`src/rtl/bcd_counter.sv`:
```
// bcd_counter: synchronous multi-digit BCD up/down counter with validated
// parallel load and selectable wrap/saturate behaviour at the terminal counts.
// Every nibble of q stays within 0..9 once reset has been applied.
module bcd_counter #(
    parameter int unsigned DIGITS = 2,
    parameter bit          WRAP   = 1'b1
) (
    input  logic                clk,
    input  logic                rst,
    input  logic                en,
    input  logic                up,
    input  logic                load,
    input  logic [4*DIGITS-1:0] load_val,
    output logic [4*DIGITS-1:0] q,
    output logic                tc,
    output logic                load_err
);

    localparam int unsigned W = 4 * DIGITS;

    logic [W-1:0] q_q, q_d;
    logic         tc_q, tc_d;
    logic         load_err_q, load_err_d;

    logic         load_ok;
    logic [W-1:0] inc_val, dec_val;
    logic         carry, borrow;
    logic [3:0]   digit;

    // A load is accepted only if every nibble of load_val is a decimal digit.
    always_comb begin
        load_ok = 1'b1;
        for (int unsigned k = 0; k < DIGITS; k++) begin
            if (load_val[4*k +: 4] > 4'd9) load_ok = 1'b0;
        end
    end

    // Ripple carry/borrow across digits; the carry (borrow) left over after the
    // top digit means every digit was 9 (0), i.e. q sits at MAX (zero).
    always_comb begin
        inc_val = q_q;
        dec_val = q_q;
        carry   = 1'b1;
        borrow  = 1'b1;
        digit   = '0;
        for (int unsigned k = 0; k < DIGITS; k++) begin
            digit = q_q[4*k +: 4];
            if (carry) begin
                if (digit == 4'd9) begin
                    inc_val[4*k +: 4] = '0;
                end else begin
                    inc_val[4*k +: 4] = digit + 4'd1;
                    carry             = 1'b0;
                end
            end
            if (borrow) begin
                if (digit == 4'd0) begin
                    dec_val[4*k +: 4] = 4'd9;
                end else begin
                    dec_val[4*k +: 4] = digit - 4'd1;
                    borrow            = 1'b0;
                end
            end
        end
    end

    // Next-state selection: load beats count beats hold; terminal counts either
    // wrap (the ripple result already wraps) or hold in saturate mode.
    always_comb begin
        q_d        = q_q;
        tc_d       = 1'b0;
        load_err_d = 1'b0;
        if (load) begin
            if (load_ok) q_d = load_val;
            else         load_err_d = 1'b1;
        end else if (en) begin
            if (up) begin
                tc_d = carry;
                if (!carry || WRAP) q_d = inc_val;
            end else begin
                tc_d = borrow;
                if (!borrow || WRAP) q_d = dec_val;
            end
        end
    end

    // State and registered outputs with synchronous active-high reset.
    always_ff @(posedge clk) begin
        if (rst) begin
            q_q        <= '0;
            tc_q       <= 1'b0;
            load_err_q <= 1'b0;
        end else begin
            q_q        <= q_d;
            tc_q       <= tc_d;
            load_err_q <= load_err_d;
        end
    end

    assign q        = q_q;
    assign tc       = tc_q;
    assign load_err = load_err_q;

endmodule
```
`config.mk`:
```
export PLATFORM = sky130hd
export DESIGN_NAME = bcd_counter
export DESIGN_NICKNAME = d
export VERILOG_FILES = /design/src/rtl/bcd_counter.sv
export SDC_FILE = /design/constraint.sdc
export NUM_CORES = 1
export LEC_CHECK = 0
export CORE_MARGIN = 4
export CORE_UTILIZATION = 50
export DETAILED_ROUTE_END_ITERATION = 8
export PLACE_DENSITY = 0.87
export SLEW_MARGIN = 40
export SYNTH_ARGS = -nofsm -noshare
export SYNTH_HDL_FRONTEND = slang
export SYNTH_SLANG_ARGS = --single-unit
```
`constraint.sdc`:
```
create_clock -name clk -period 3.63 [get_ports clk]
set_input_delay 0.363 -clock clk [delete_from_list [all_inputs] [get_ports clk]]
set_output_delay 0.363 -clock clk [all_outputs]
set_load 0.005 [all_outputs]
```
### Yosys cells after proc, flatten, opt, wreduce, memory -nomap -nowiden

Cells that the tools add are included.

| operators by class | value |
|---|---|
| add/sub/neg operators | 4 |
| $lt $le $gt $ge | 2 |
| eq/ne operators | 4 |
| mux-type cells | 20 |
| bitwise operators | 2 |
| reduce and logical (&&, ||, !) cells | 8 |

Operators with widths:

| cell | count |
|---|---|
| 8-bit 2-to-1 mux | 4 |
| 4-bit 2-to-1 mux | 6 |
| 1-bit 2-to-1 mux | 10 |
| 4-bit by 1-bit adder with 4-bit output, second input constant | 2 |
| 4-bit equality test, second input constant | 2 |
| 4-bit > comparator, second input constant | 2 |
| 4-bit zero test | 2 |
| 4-bit by 1-bit subtractor with 4-bit output, second input constant | 2 |
| 4-bit AND reduction | 1 |
| 3-bit by 1-bit inequality test with 1-bit output, second input constant | 1 |
| 3-bit nonzero test | 1 |
| 3-bit OR reduction | 1 |
| 2-bit by 1-bit inequality test with 1-bit output, second input constant | 1 |
| 1-bit inverter | 2 |
| 2-bit AND reduction | 1 |
| 2-bit nonzero test | 1 |
| 2-bit OR reduction | 1 |

| storage, ports and cells | value |
|---|---|
| register bits | 10 |
| output and inout port bits | 10 |
| word-level logic and storage cells | 44 |

### Logic depth before layout (Yosys ltp)

| logic depth | value |
|---|---|
| word-level depth | 6 |
| mapped depth | 5 |

### Worst setup path before layout

OpenSTA, ideal clock, no wires.

| timing path | value |
|---|---|
| path type | reg-to-reg |
| start point | register q_q[2] (netlist: q[2]) |
| end point | register q_q[4] (netlist: q[4]) |
| library setup time | 0.086 ns |
| arrival time | 1.480 ns |
| data required time | 3.544 ns |
| slack | 2.063 ns |
| cell stages (with the launch flop) | 6 |
| buffers on the path | 1 |
| period minus slack after synthesis | 1.567 ns |
| path through | dfxtp_1 -> buf_4 -> or4b_4 -> a21oi_4 -> o22ai_2 -> a221oi_2 |

| on the way | value |
|---|---|
| cells in the longest elaborated chain, start to end | 4 |

RTL lines:

| element | RTL line | source |
|---|---|---|
| from (decl) | 21 | `logic [W-1:0] q_q, q_d;` |
| from (signal assigned) | 94 | `q_q <= q_d;` |
| 4-bit equality test or 4-bit zero test (tied branches) | 49, 57 |  |
| 1-bit 2-to-1 mux, on equally long branches | 49, 57 |  |
| 3-bit by 1-bit inequality test with 1-bit output (no source line) or 3-bit nonzero test (tied branches) | n/a |  |
| 4-bit AND reduction (no source line) (*) | n/a |  |

Every way passes the cells marked *; elsewhere a longest branch is shown, timed or not.
A chain may end at the register's enable or synchronous reset.

### Worst setup path in the final report

| timing path | value |
|---|---|
| start point | input load |
| end point | register q_q[3] (netlist: q[3]) |

| on the way | value |
|---|---|
| cells in the longest elaborated chain, start to end | 2 |

RTL lines:

| element | RTL line | source |
|---|---|---|
| from (decl) | 12 | `input logic load,` |
| 2-bit by 1-bit inequality test with 1-bit output (no source line) or 2-bit nonzero test (tied branches) | n/a |  |
| 2-bit AND reduction (no source line) | n/a |  |

Parallel ways exist; a longest one is shown, timed or not.

==> flow_summary.ini <==
[setup_path]
critPathKind = in2reg
crit_chain = clkdlybuf4s50_1 -> inv_1 -> nor3_1 -> nor2_1 -> o221a_2
ff2ff_setup_slack_ns = 2.02
cp-start-kind = input port
path_delay_family = buffers and inverters
slowest_stage = clkdlybuf4s50_1
arrival_ns = 2.31
critPathMaxFanout = 16
cpPeakStageDelay_ns = 0.76
worstPathRequired_ns = 3.79
end_kind = flop
crit_buf_inv = 2

[sta]
maxSlewHeadroom = 0.611
final.period_utilization = 0.591
layout_min_cycle_time_ns = 2.15
rsz0062_at_grt = no
maxSlewViolCount = 0
worst_slew_pin_slew_ns = 0.578
skew_ns = 0.00887
setup_slack_ns = 1.48
hold_violations = 0
fmax_mhz = 466
setup-violations-final = 0
timing.setup.tns_ns = 0

[floorplan]
core-area_um2 = 1540
initial_core_util = 0.538
fp.dieH_um = 48.7
row_count = 14
ios = 23
fp.dieArea_um2 = 2370
fp.dieW_um = 48.7

[synthesis]
synth_edf_count = 0
synth_top_area_cell = dfxtp_1
syn_area_um2 = 830
postSynth.asyncResetShare = 0
synth_top_area_frac = 0.241
synth_cells = 107
synthTopCellsByArea = dfxtp_1 (24%), a311oi_1 (5.3%), nor2_1 (4.1%)
syn_area_per_cell_um2 = 7.75
synth_warnings = 0
synth_cell_types = 49
synth_ff_type = dfxtp_1
ys_seq_elements = 10
syn_nets = 120
ys_seq_area_frac = 0.241

[routing]
drt-initial-drc-count = 13
drtAntennaViolNets = 0
first_pass_iters = 4
avgViaCountPerCell = 6.42
num_vias = 886
wire_per_inst_um = 15.1
routed_wl_mm = 2.08
drc = 0

[cts]
cts_resized = 0
cts_buffers = 3
clock_latency_ns = 0.28
clk_path_buf_depth = 2
post_cts_buffers = 0
clockRootBuffer = clkbuf_4
ctsHoldBuffers = 0
cts_num_sinks = 10
cts_tree = done
clkTransAtPathRegs_ns = 0.07
htreeDepth = 1

[cells_and_area]
final_nets = 137
drive_above_1_share = 0.115
antennaDiodeCount = 0
syn2layout_area_growth_pct = 25.5

[pwr]
p_int_uw = 219
combPwrFrac = 0.334
clockPowerShare = 0.240
power.leakage_nw = 0.353
seqPwrFrac = 0.426
switchingPower_uw = 114
vdd_drop_max_v = 0.000266
swShare = 0.341
p_per_area_nw_per_um2 = 320

[placement]
gp_congestion = 0.920
dp_slack_ns = 1.29
dpl.hpwl_mm = 1.50
numPortBuffers = 22

[global_routing]
grt_pass1_vias = 789
grt_max_degree = 18
grt-ovfl-total = 0
grtUsageTotal = 0.174
antenna_found_initial = 0
grt_pass1_wl_mm = 3.42

[run]
maxCapViolCount = 0

[status]
status = finished clean

[worst_hold_path]
holdCritPathClass = reg2reg
[per-layer routing]
layer / track usage / vias up / part of all wire
li1: - / 444 / -
met1: 0.230 / 406 / 0.44
met2: 0.276 / 33 / 0.48
met3: 0.0399 / 3 / 0.070
met4: 0.0583 / 0 / 0.013
met5: 0 / - / 0
[cells in the mapped netlist (all sizes together) (2+ instances only)]
master,number
a21oi,5
a221oi,2
a311oi,5
a31oi,3
buf,4
clkbuf,6
dfxtp,10
inv,6
nand2,5
nand3,3
nand4,2
nor2,9
nor2b,2
nor3,3
nor4,2
o21ai,5
o22ai,2
or2,4
or3,2
or4,3
xnor2,3
[power groups by stage]
stage          combinational (mW)  clock [mW]  sequential [mW]
6_report                    0.111      0.0797            0.142
5_1_grt                     0.121      0.0854            0.145
4_1_cts                     0.111      0.0801            0.141
3_5_place_dp                0.110           0            0.144
3_3_place_gp                0.108           0            0.143
2_1_floorplan              0.0826           0            0.129
[placed cells by master (no fill, tap or decap), drive strengths merged, types with 2 or more instances in the layout]
cell type      Yosys  final
nand3              3      3
nor2b              2      2
a31oi              3      3
o22ai              2      2
a221oi             2      2
dfxtp             10     10
clkbuf             6      3
xnor2              3      3
or3                2      2
nor2               9      9
nand4              2      2
a21oi              5      5
nor4               2      2
nor3               3      3
or4                3      3
o21ai              5      5
nand2              5      5
or2                4      4
inv                6      6
clkdlybuf4s50      0     22
a311oi             5      5
[through the flow]
stage / cells / power, mW / hold slack [ns] / util / cell area (µm²)
4_1_cts: 138 / 0.333 / 0.615 / 0.675 / 1040
5_1_grt: 138 / 0.351 / 0.642 / 0.675 / 1040
3_3_place_gp: 135 / 0.251 / 0.596 / 0.661 / 1020
2_1_floorplan: 107 / 0.211 / 0.525 / - / 830
3_5_place_dp: 135 / 0.253 / 0.611 / 0.661 / 1020
6_report: 138 / 0.333 / 0.614 / 0.675 / 1040
[sequential cells by signal, indices dropped and copies added (netlist names)]
| register | cells |
|---|---|
| load_err | 1 |
| q | 8 |
| tc | 1 |
[final timing paths]
path	startpoint	to	depth (start not counted)
setup reg to reg	q[1]	q[4]	4
hold reg to reg	q[3]	tc	2
hold / removal	q[3]	tc	2
setup / recovery	load	q[3]	5
[kinds of logic after synthesis]
logic type / synth area share
AO/OA/AOI/OAI: 0.339
XOR/XNOR: 0.0317
buffers and inverters: 0.0890
flip-flops: 0.241
AND/OR/NAND/NOR: 0.299
[layout make-up]
type	count	area [µm²]
multi-input cells	81	556
repair buffers	22	220
clock buffers	3	22.5
flip-flops and latches	10	200
well taps	16	20.0
inverters	6	22.5
fillers	140	500
[tightest hold or removal path, cell delays in order (launching register included)]
cell and delay (ns):
dfxtp_1 0.40, nand4_1 0.13, a21oi_2 0.05
(Power assumes the default switching activity.)
